**src/rtl/writeback_unit_pkg.sv**
```systemverilog
// rtl/writeback_unit_pkg.sv - shared writeback state encoding and default sizing
package writeback_unit_pkg;

  localparam int DEF_DATA_WIDTH = 16;
  localparam int DEF_ADDR_WIDTH = 4;
  localparam int DEF_TIMEOUT    = 8;

  typedef enum logic [1:0] {
    ST_IDLE     = 2'd0,
    ST_WAIT_MEM = 2'd1,
    ST_WRITE    = 2'd2
  } wb_state_e;

endpackage

```
**src/rtl/writeback_unit_if.sv**
```systemverilog
// rtl/writeback_unit_if.sv - instruction, memory-return and register-file write signals
interface writeback_unit_if
  import writeback_unit_pkg::*;
#(
  parameter int REG_DATA_WIDTH = DEF_DATA_WIDTH,
  parameter int REG_ADDR_WIDTH = DEF_ADDR_WIDTH
) ();

  logic                      in_valid;
  logic                      in_ready;
  logic                      reg_write;
  logic                      mem_to_reg;
  logic                      load_byte;
  logic                      byte_sel;
  logic [REG_ADDR_WIDTH-1:0] rd_addr;
  logic [REG_DATA_WIDTH-1:0] alu_result;
  logic [REG_DATA_WIDTH-1:0] mem_rdata;
  logic                      mem_rvalid;
  logic                      rf_we;
  logic [REG_ADDR_WIDTH-1:0] rf_waddr;
  logic [REG_DATA_WIDTH-1:0] rf_wdata;
  logic                      err;

  modport slave (
    input  in_valid, reg_write, mem_to_reg, load_byte, byte_sel, rd_addr,
           alu_result, mem_rdata, mem_rvalid,
    output in_ready, rf_we, rf_waddr, rf_wdata, err
  );

  modport master (
    output in_valid, reg_write, mem_to_reg, load_byte, byte_sel, rd_addr,
           alu_result, mem_rdata, mem_rvalid,
    input  in_ready, rf_we, rf_waddr, rf_wdata, err
  );

endinterface

```
**src/rtl/writeback_unit_load_formatter.sv**
```systemverilog
// rtl/writeback_unit_load_formatter.sv - narrows byte loads to one lane and sign-extends
module load_formatter
  import writeback_unit_pkg::*;
#(
  parameter int REG_DATA_WIDTH = DEF_DATA_WIDTH
) (
  input  logic                      load_byte,
  input  logic                      byte_sel,
  input  logic [REG_DATA_WIDTH-1:0] mem_rdata,
  output logic [REG_DATA_WIDTH-1:0] data
);

  logic [7:0] lane;

  always_comb begin
    lane = byte_sel ? mem_rdata[15:8] : mem_rdata[7:0];
    if (load_byte) begin
      data = {{(REG_DATA_WIDTH-8){lane[7]}}, lane};
    end else begin
      data = mem_rdata;
    end
  end

endmodule

```
**src/rtl/writeback_unit.sv**
```systemverilog
// rtl/writeback_unit.sv - final pipeline stage: one register-file write per instruction,
// waiting on load data with a bounded timeout
module writeback_unit
  import writeback_unit_pkg::*;
#(
  parameter int REG_DATA_WIDTH = DEF_DATA_WIDTH,
  parameter int REG_ADDR_WIDTH = DEF_ADDR_WIDTH,
  parameter int TIMEOUT        = DEF_TIMEOUT
) (
  input logic          clk,
  input logic          rst,
  writeback_unit_if.slave bus
);

  localparam int CNT_W = (TIMEOUT > 1) ? $clog2(TIMEOUT) : 1;
  localparam logic [CNT_W-1:0] CNT_LAST = CNT_W'(TIMEOUT - 1);

  wb_state_e                 state, state_next;
  logic [CNT_W-1:0]          cnt, cnt_next;
  logic [REG_ADDR_WIDTH-1:0] ld_addr, ld_addr_next;
  logic                      ld_byte, ld_byte_next;
  logic                      ld_sel, ld_sel_next;
  logic                      we_q, we_next;
  logic                      err_q, err_next;
  logic [REG_ADDR_WIDTH-1:0] waddr_q, waddr_next;
  logic [REG_DATA_WIDTH-1:0] wdata_q, wdata_next;
  logic [REG_DATA_WIDTH-1:0] fmt_data;
  logic                      ready;

  load_formatter #(.REG_DATA_WIDTH(REG_DATA_WIDTH)) u_fmt (
    .load_byte (ld_byte),
    .byte_sel  (ld_sel),
    .mem_rdata (bus.mem_rdata),
    .data      (fmt_data)
  );

  assign ready        = (state == ST_IDLE) || (state == ST_WRITE);
  assign bus.in_ready = ready;
  assign bus.rf_we    = we_q;
  assign bus.rf_waddr = waddr_q;
  assign bus.rf_wdata = wdata_q;
  assign bus.err      = err_q;

  always_comb begin
    state_next   = state;
    cnt_next     = cnt;
    ld_addr_next = ld_addr;
    ld_byte_next = ld_byte;
    ld_sel_next  = ld_sel;
    we_next      = 1'b0;
    err_next     = 1'b0;
    waddr_next   = waddr_q;
    wdata_next   = wdata_q;

    case (state)
      ST_WAIT_MEM: begin
        if (bus.mem_rvalid) begin
          state_next = ST_WRITE;
          if (ld_addr != '0) begin
            we_next    = 1'b1;
            waddr_next = ld_addr;
            wdata_next = fmt_data;
          end
        end else if (cnt == CNT_LAST) begin
          state_next = ST_IDLE;
          err_next   = 1'b1;
        end else begin
          cnt_next = cnt + CNT_W'(1);
        end
      end
      default: begin
        // IDLE and WRITE accept identically, so back-to-back ALU writes stream
        state_next = ST_IDLE;
        if (bus.in_valid && ready && bus.reg_write) begin
          if (bus.mem_to_reg) begin
            state_next   = ST_WAIT_MEM;
            cnt_next     = '0;
            ld_addr_next = bus.rd_addr;
            ld_byte_next = bus.load_byte;
            ld_sel_next  = bus.byte_sel;
          end else begin
            state_next = ST_WRITE;
            if (bus.rd_addr != '0) begin
              we_next    = 1'b1;
              waddr_next = bus.rd_addr;
              wdata_next = bus.alu_result;
            end
          end
        end
      end
    endcase
  end

  always_ff @(posedge clk) begin
    if (!rst) begin
      state   <= ST_IDLE;
      cnt     <= '0;
      ld_addr <= '0;
      ld_byte <= 1'b0;
      ld_sel  <= 1'b0;
      we_q    <= 1'b0;
      err_q   <= 1'b0;
      waddr_q <= '0;
      wdata_q <= '0;
    end else begin
      state   <= state_next;
      cnt     <= cnt_next;
      ld_addr <= ld_addr_next;
      ld_byte <= ld_byte_next;
      ld_sel  <= ld_sel_next;
      we_q    <= we_next;
      err_q   <= err_next;
      waddr_q <= waddr_next;
      wdata_q <= wdata_next;
    end
  end

endmodule

```
**src/flat_wrapper.sv**
```systemverilog
// flat-port wrapper written by rule: the top's interface ports become plain ports
module writeback_unit_flat import writeback_unit_pkg::*;
#(
  parameter int REG_DATA_WIDTH = DEF_DATA_WIDTH,
  parameter int REG_ADDR_WIDTH = DEF_ADDR_WIDTH,
  parameter int TIMEOUT        = DEF_TIMEOUT
)
  (clk, rst, bus_in_valid, bus_reg_write, bus_mem_to_reg, bus_load_byte, bus_byte_sel, bus_rd_addr, bus_alu_result, bus_mem_rdata, bus_mem_rvalid, bus_in_ready, bus_rf_we, bus_rf_waddr, bus_rf_wdata, bus_err);
  writeback_unit_if #(.REG_DATA_WIDTH(REG_DATA_WIDTH), .REG_ADDR_WIDTH(REG_ADDR_WIDTH)) bus_i ();
  input logic clk;
  input logic rst;
  input wire logic [$bits(bus_i.in_valid)-1:0] bus_in_valid;
  input wire logic [$bits(bus_i.reg_write)-1:0] bus_reg_write;
  input wire logic [$bits(bus_i.mem_to_reg)-1:0] bus_mem_to_reg;
  input wire logic [$bits(bus_i.load_byte)-1:0] bus_load_byte;
  input wire logic [$bits(bus_i.byte_sel)-1:0] bus_byte_sel;
  input wire logic [$bits(bus_i.rd_addr)-1:0] bus_rd_addr;
  input wire logic [$bits(bus_i.alu_result)-1:0] bus_alu_result;
  input wire logic [$bits(bus_i.mem_rdata)-1:0] bus_mem_rdata;
  input wire logic [$bits(bus_i.mem_rvalid)-1:0] bus_mem_rvalid;
  output wire logic [$bits(bus_i.in_ready)-1:0] bus_in_ready;
  output wire logic [$bits(bus_i.rf_we)-1:0] bus_rf_we;
  output wire logic [$bits(bus_i.rf_waddr)-1:0] bus_rf_waddr;
  output wire logic [$bits(bus_i.rf_wdata)-1:0] bus_rf_wdata;
  output wire logic [$bits(bus_i.err)-1:0] bus_err;
  assign bus_i.in_valid = bus_in_valid;
  assign bus_i.reg_write = bus_reg_write;
  assign bus_i.mem_to_reg = bus_mem_to_reg;
  assign bus_i.load_byte = bus_load_byte;
  assign bus_i.byte_sel = bus_byte_sel;
  assign bus_i.rd_addr = bus_rd_addr;
  assign bus_i.alu_result = bus_alu_result;
  assign bus_i.mem_rdata = bus_mem_rdata;
  assign bus_i.mem_rvalid = bus_mem_rvalid;
  assign bus_in_ready = bus_i.in_ready;
  assign bus_rf_we = bus_i.rf_we;
  assign bus_rf_waddr = bus_i.rf_waddr;
  assign bus_rf_wdata = bus_i.rf_wdata;
  assign bus_err = bus_i.err;
  writeback_unit #(.REG_DATA_WIDTH(REG_DATA_WIDTH), .REG_ADDR_WIDTH(REG_ADDR_WIDTH), .TIMEOUT(TIMEOUT)) u_core (.clk(clk), .rst(rst), .bus(bus_i));
endmodule
```
**config.mk**
```make
export PLATFORM = sky130hd
export DESIGN_NAME = writeback_unit_flat
export DESIGN_NICKNAME = d
export VERILOG_FILES = /design/src/rtl/writeback_unit_pkg.sv /design/src/rtl/writeback_unit_if.sv /design/src/rtl/writeback_unit_load_formatter.sv /design/src/rtl/writeback_unit.sv /design/src/flat_wrapper.sv
export SDC_FILE = /design/constraint.sdc
export NUM_CORES = 1
export LEC_CHECK = 0
export ABC_AREA = 1
export BUFFER_PORTS_ARGS = -buffer_cell sky130_fd_sc_hd__buf_2
export CAP_MARGIN = 20
export CORE_UTILIZATION = 45
export DETAILED_ROUTE_END_ITERATION = 12
export PLACE_DENSITY = 0.72
export SLEW_MARGIN = 20
export SYNTH_ARGS = -nofsm -noshare
export SYNTH_HDL_FRONTEND = slang
export SYNTH_SLANG_ARGS = --single-unit
```
**constraint.sdc**
```tcl
create_clock -name clk -period 1.4 [get_ports clk]
set_clock_uncertainty 0.1 [all_clocks]
set_input_delay 0.28 -clock clk [delete_from_list [all_inputs] [get_ports clk]]
set_output_delay 0.28 -clock clk [all_outputs]
set_load 0.01 [all_outputs]
```
======== Word level (Yosys, flattened, before mapping) ========
Index checks and enable logic that the tools add are counted.
storage, ports and cells
  logic and storage cells ................. 65
  register bits ........................... 33
  output and inout port bits .............. 23
  input port bits ......................... 44
cells by class
  add/sub/neg operators ................... 1
  bitwise gates (word level) .............. 2
  mux-type cells .......................... 31
  eq/ne operators ......................... 9
  reduce and logical (&&, ||, !) cells .... 13
operators with widths
  operator                                               count
  two-way mux 16 bit                                     7
  two-way mux 4 bit                                      6
  two-way mux 3 bit                                      5
  two-way mux 2 bit                                      5
  two-way mux 8 bit                                      1
  nonzero test 4 bit                                     2
  two-way mux 1 bit                                      7
  inequality test 2 bit, second input constant           3
  nonzero test 2 bit                                     3
  AND reduction 5 bit                                    1
  inequality test 2 x 1 -> 1 bit, second input constant  2
  AND reduction 4 bit                                    1
  adder 3 x 1 -> 3 bit, second input constant            1
  == test 3 bit, second input constant                   1
  inequality test 3 x 2 -> 1 bit, second input constant  1
  AND reduction 3 bit                                    1
  OR reduction 3 bit                                     1
  == test 2 x 1 -> 1 bit, second input constant          1
  == test 2 bit, second input constant                   1
  logical AND 1 bit                                      2
  logical NOT 2 bit                                      1
  NOT 1 bit                                              2
  logical OR 1 bit                                       1

======== Depth between registers and ports, before layout ========
  depth after elaboration ................. 6
  mapped depth ............................ 9
  depth with buffers taken out ............ 8

======== By module ========
Synthesis repeated with hierarchy kept, for this count alone.
second synthesis, totals
  cells, all modules ...................... 311
  area, all modules ....................... 1,876.8 µm²
by module, submodules not included
  module          area each (µm²)  instances  cells an instance  seq. area each (µm²)
  writeback_unit  1,654.1          1          262                660.6
  load_formatter  222.7            1          49                 0.0

======== Worst setup path before layout ========
No wires, ideal clock.
  path type ............................... reg-to-reg
  start ................................... register u_core.cnt[0]
  end ..................................... register u_core.cnt[0]
  clock period less this slack ............ 1,297 ps
  setup time .............................. 117 ps
  arrival time ............................ 1,080 ps
  required time ........................... 1,183 ps
  stages on the path, launching flop included .. 8
  buffers on the path ..................... 0
  slack ................................... 103 ps
  cells stage by stage .................... dfxtp_1 > ha_1 > ha_1 > inv_1 > nand3_2 > and2_1 > nor2_1 > nor2_1
on the way
  longest elaborated chain between the ends .. 4
  elaborated cells on any way between the ends .. 7
  those cells by class .................... 1 x add/sub; 2 x eq/ne; 3 x mux; 1 x reduce/logical
ends and longest elaborated chain
  what                      RTL line               RTL
  start: declaration        writeback_unit.sv:19   logic [CNT_W-1:0] cnt, cnt_next;
  start signal: assignment  writeback_unit.sv:107  cnt <= cnt_next;
  adder 3 x 1 -> 3 bit      writeback_unit.sv:68   cnt_next = cnt + CNT_W'(1);
  two-way mux 3 bit         writeback_unit.sv:64   end else if (cnt == CNT_LAST) begin
  two-way mux 3 bit         writeback_unit.sv:57   if (bus.mem_rvalid) begin
  two-way mux 3 bit         writeback_unit.sv:55   case (state)
Parallel ways exist; a longest one is shown, timed or not. The select of a mux whose other input is x is not followed.
A chain may end at the register's enable or synchronous reset.

======== Worst setup path in the final report ========
Same ends and word-level chain as after synthesis.

==> results_dict.tcl <==
set metrics [dict create \
    clock_latency_ns 0.28 \
    grt_pass1_wl_mm 7.80 \
    syn2layout_area_growth_pct 30.3 \
    antenna_cells 0 \
    drtIter0Drc 92 \
    drc 0 \
    io_pins 67 \
    path_cells "ha_1 > ha_1 > inv_2 > nand3_4 > and2_4 > nor2_2 > nor2_1" \
    row_count 24 \
    vdd_drop_max_mv 0.663 \
    initial_core_util_pct 46.8 \
    end_kind "register" \
    critPathMaxStageDelay_ns 0.33 \
    drive_gt1_share_pct 31.6 \
    hp-class "in2reg" \
    synth_nets 371 \
    avgSynthCellArea_um2 6.23 \
    die_w_um 69.1 \
    antenna_found_initial 0 \
    nNetsFinal 447 \
    hold_start "bus_mem_rvalid" \
    hold_end "u_core.bus.err$_SDFF_PP0_" \
    layout_common_cells "nand2_1 (82), buf_2 (66), inv_1 (55), nor2_1 (45), dfxtp_1 (30)" \
    setup_tns_ns 0 \
    io_buffers 66 \
    maxClockFrequency_ghz 0.743 \
    post-route-min-period_ns 1.35 \
    drv_slew 0 \
    worstPathArrival_ns 1.42 \
    worstPathMaxFanout 4 \
    cp.required_ns 1.47 \
    cts_tree "built" \
    p_leak_nw 1.55 \
    slowest_stage "dfxtp_2" \
    grt_max_degree 27 \
    root_buffer "clkbuf_8" \
    wire_per_inst_um 10.5 \
    hpwl_mm 3.64 \
    tightestPinTransition_ns 0.281 \
    cts_hold_buf 0 \
    grt_pass1_vias 1838 \
    r2r_setup_slack_ns 0.05 \
    rr_worst_depth 7 \
    postPlaceCellArea_um2 2460 \
    synth_seq_area_share_pct 32.6 \
    fp.coreArea_um2 4320 \
    hold_viol 0 \
    ant_nets 0 \
    clockBufferDepth 2 \
    holdPathStages 2 \
    layout_commonest_cell "nand2_1" \
    cts.sinks 33 \
    ys_ff_latch 33 \
    final_area_um2 2640 \
    routed_wl_mm 4.77 \
    start_kind "register" \
    critical_path.top_delay_family "adder cells" \
    path_buf_inv 1 \
    synthCells 325 \
    netlist_area_um2 2020 \
    ys_warn_count 0 \
    setup_viol_count_final 0 \
    post_drt_via_cell_ratio 4.64 \
    timing.rr.end "u_core.cnt[0]$_SDFFE_PN0P_" \
    slew-limit-headroom_pct 81.1 \
    power_density_nw_per_um2 899 \
    maxCapViolCount 0 \
    die_h_um 69.1 \
    r2r_start "u_core.cnt[0]$_SDFFE_PN0P_" \
    path_clk_slew_ns 0.06 \
    die-area_um2 4770 \
    grtUsageTotal_pct 20.2 \
    min_period_over_period_pct 96.1 \
    cts_buffers 5 \
    crit_type "reg2reg" \
    yosysUniqueCellTypes 22 \
    place_congestion 0.910 \
    htreeDepth 2 \
    path_common_cell "ha_1" \
    grt_remaining_overflow 0 \
    detailroute.via_count 2107 \
    drt_first_pass_iters 4 \
    outcome "finished, final reports clean" \
    fillCellCount 429 \
]
[synth_stat cells (all sizes together)]
| master | number | area (µm²) |
|---|---|---|
| o21ai | 10 | 50.1 |
| nor4 | 1 | 6.26 |
| dfxtp | 33 | 661 |
| or2 | 9 | 56.3 |
| clkinv | 1 | 3.75 |
| clkbuf | 2 | 7.51 |
| and2 | 1 | 6.26 |
| buf | 14 | 91.3 |
| a21oi | 21 | 105 |
| inv | 57 | 214 |
| nand3 | 40 | 265 |
| nand2 | 85 | 332 |
| ha | 2 | 25.0 |
| nor2 | 49 | 201 |
[registers in the layout (all words and copies together), names as in the netlist]
signal               cells
u_core.bus.err           1
u_core.bus.rf_waddr      4
u_core.bus.rf_wdata     16
u_core.bus.rf_we         1
u_core.cnt               3
u_core.ld_addr           4
u_core.ld_byte           1
u_core.ld_sel            1
u_core.state             2
[final cells by class]
cell class | count | area (µm²) | area share [%]
Multi-Input combinational cell | 218 | 1060 | 40.2
Timing Repair Buffer | 85 | 514 | 19.5
Inverter | 58 | 218 | 8.25
Clock inverter | 1 | 30.0 | 1.14
Clock buffer | 7 | 86.3 | 3.27
Sequential cell | 33 | 664 | 25.2
Tap cell | 52 | 65.1 | 2.47
[stage by stage]
stage,setup WS (ns),utilization [%],hold WS [ns],power (mW),std cells
detailed placement,0.00582,56.9,0.361,1.46,442
CTS,0.000232,59.5,0.0964,2.39,450
floorplan,0.103,-,0.259,1.30,325
global placement,0.0543,56.9,0.351,1.45,442
finish,0.0543,61.0,0.0991,2.37,454
global route,-0.00579,61.0,0.101,2.49,454
[layer usage]
metal,share of wire [%],up-vias,GRT usage (%)
li1,-,1133,-
met1,48,915,26.1
met2,46,57,33.2
met3,5.2,2,4.97
met4,0.36,0,5.90
met5,0,-,0
[power breakdown]
part | total, mW | switching (mW) | internal (mW)
registers | 1.01 | 0.0255 | 0.989
logic | 0.436 | 0.235 | 0.201
clock network | 0.921 | 0.341 | 0.580
total | 2.37 | 0.602 | 1.77
[worst max path at each step]
stage / startpoint / endpoint / depth (start not counted) / slack, ns
after floorplan: u_core.cnt[0]$_SDFFE_PN0P_ / u_core.cnt[0]$_SDFFE_PN0P_ / 7 / 0.10
after global placement: u_core.cnt[0]$_SDFFE_PN0P_ / u_core.cnt[0]$_SDFFE_PN0P_ / 7 / 0.05
after detailed placement: u_core.cnt[0]$_SDFFE_PN0P_ / u_core.cnt[0]$_SDFFE_PN0P_ / 7 / 0.006
after CTS: u_core.cnt[0]$_SDFFE_PN0P_ / u_core.cnt[0]$_SDFFE_PN0P_ / 7 / 0.0002
after global routing: u_core.cnt[0]$_SDFFE_PN0P_ / u_core.cnt[0]$_SDFFE_PN0P_ / 7 / -0.006
final: u_core.cnt[0]$_SDFFE_PN0P_ / u_core.cnt[0]$_SDFFE_PN0P_ / 7 / 0.05
[cell families after synthesis]
logic type      share of synthesized area, %
fa+ha+maj                               1.24
compound gates                          7.66
simple gates                            42.8
buf+inv                                 15.6
flops                                   32.6
[timing repair]
action,4_1_cts,5_1_grt
resized for setup,0,9
endpoints found under the setup margin,0,9
setup buffers,0,4
Power figures use the tool's default switching activity.
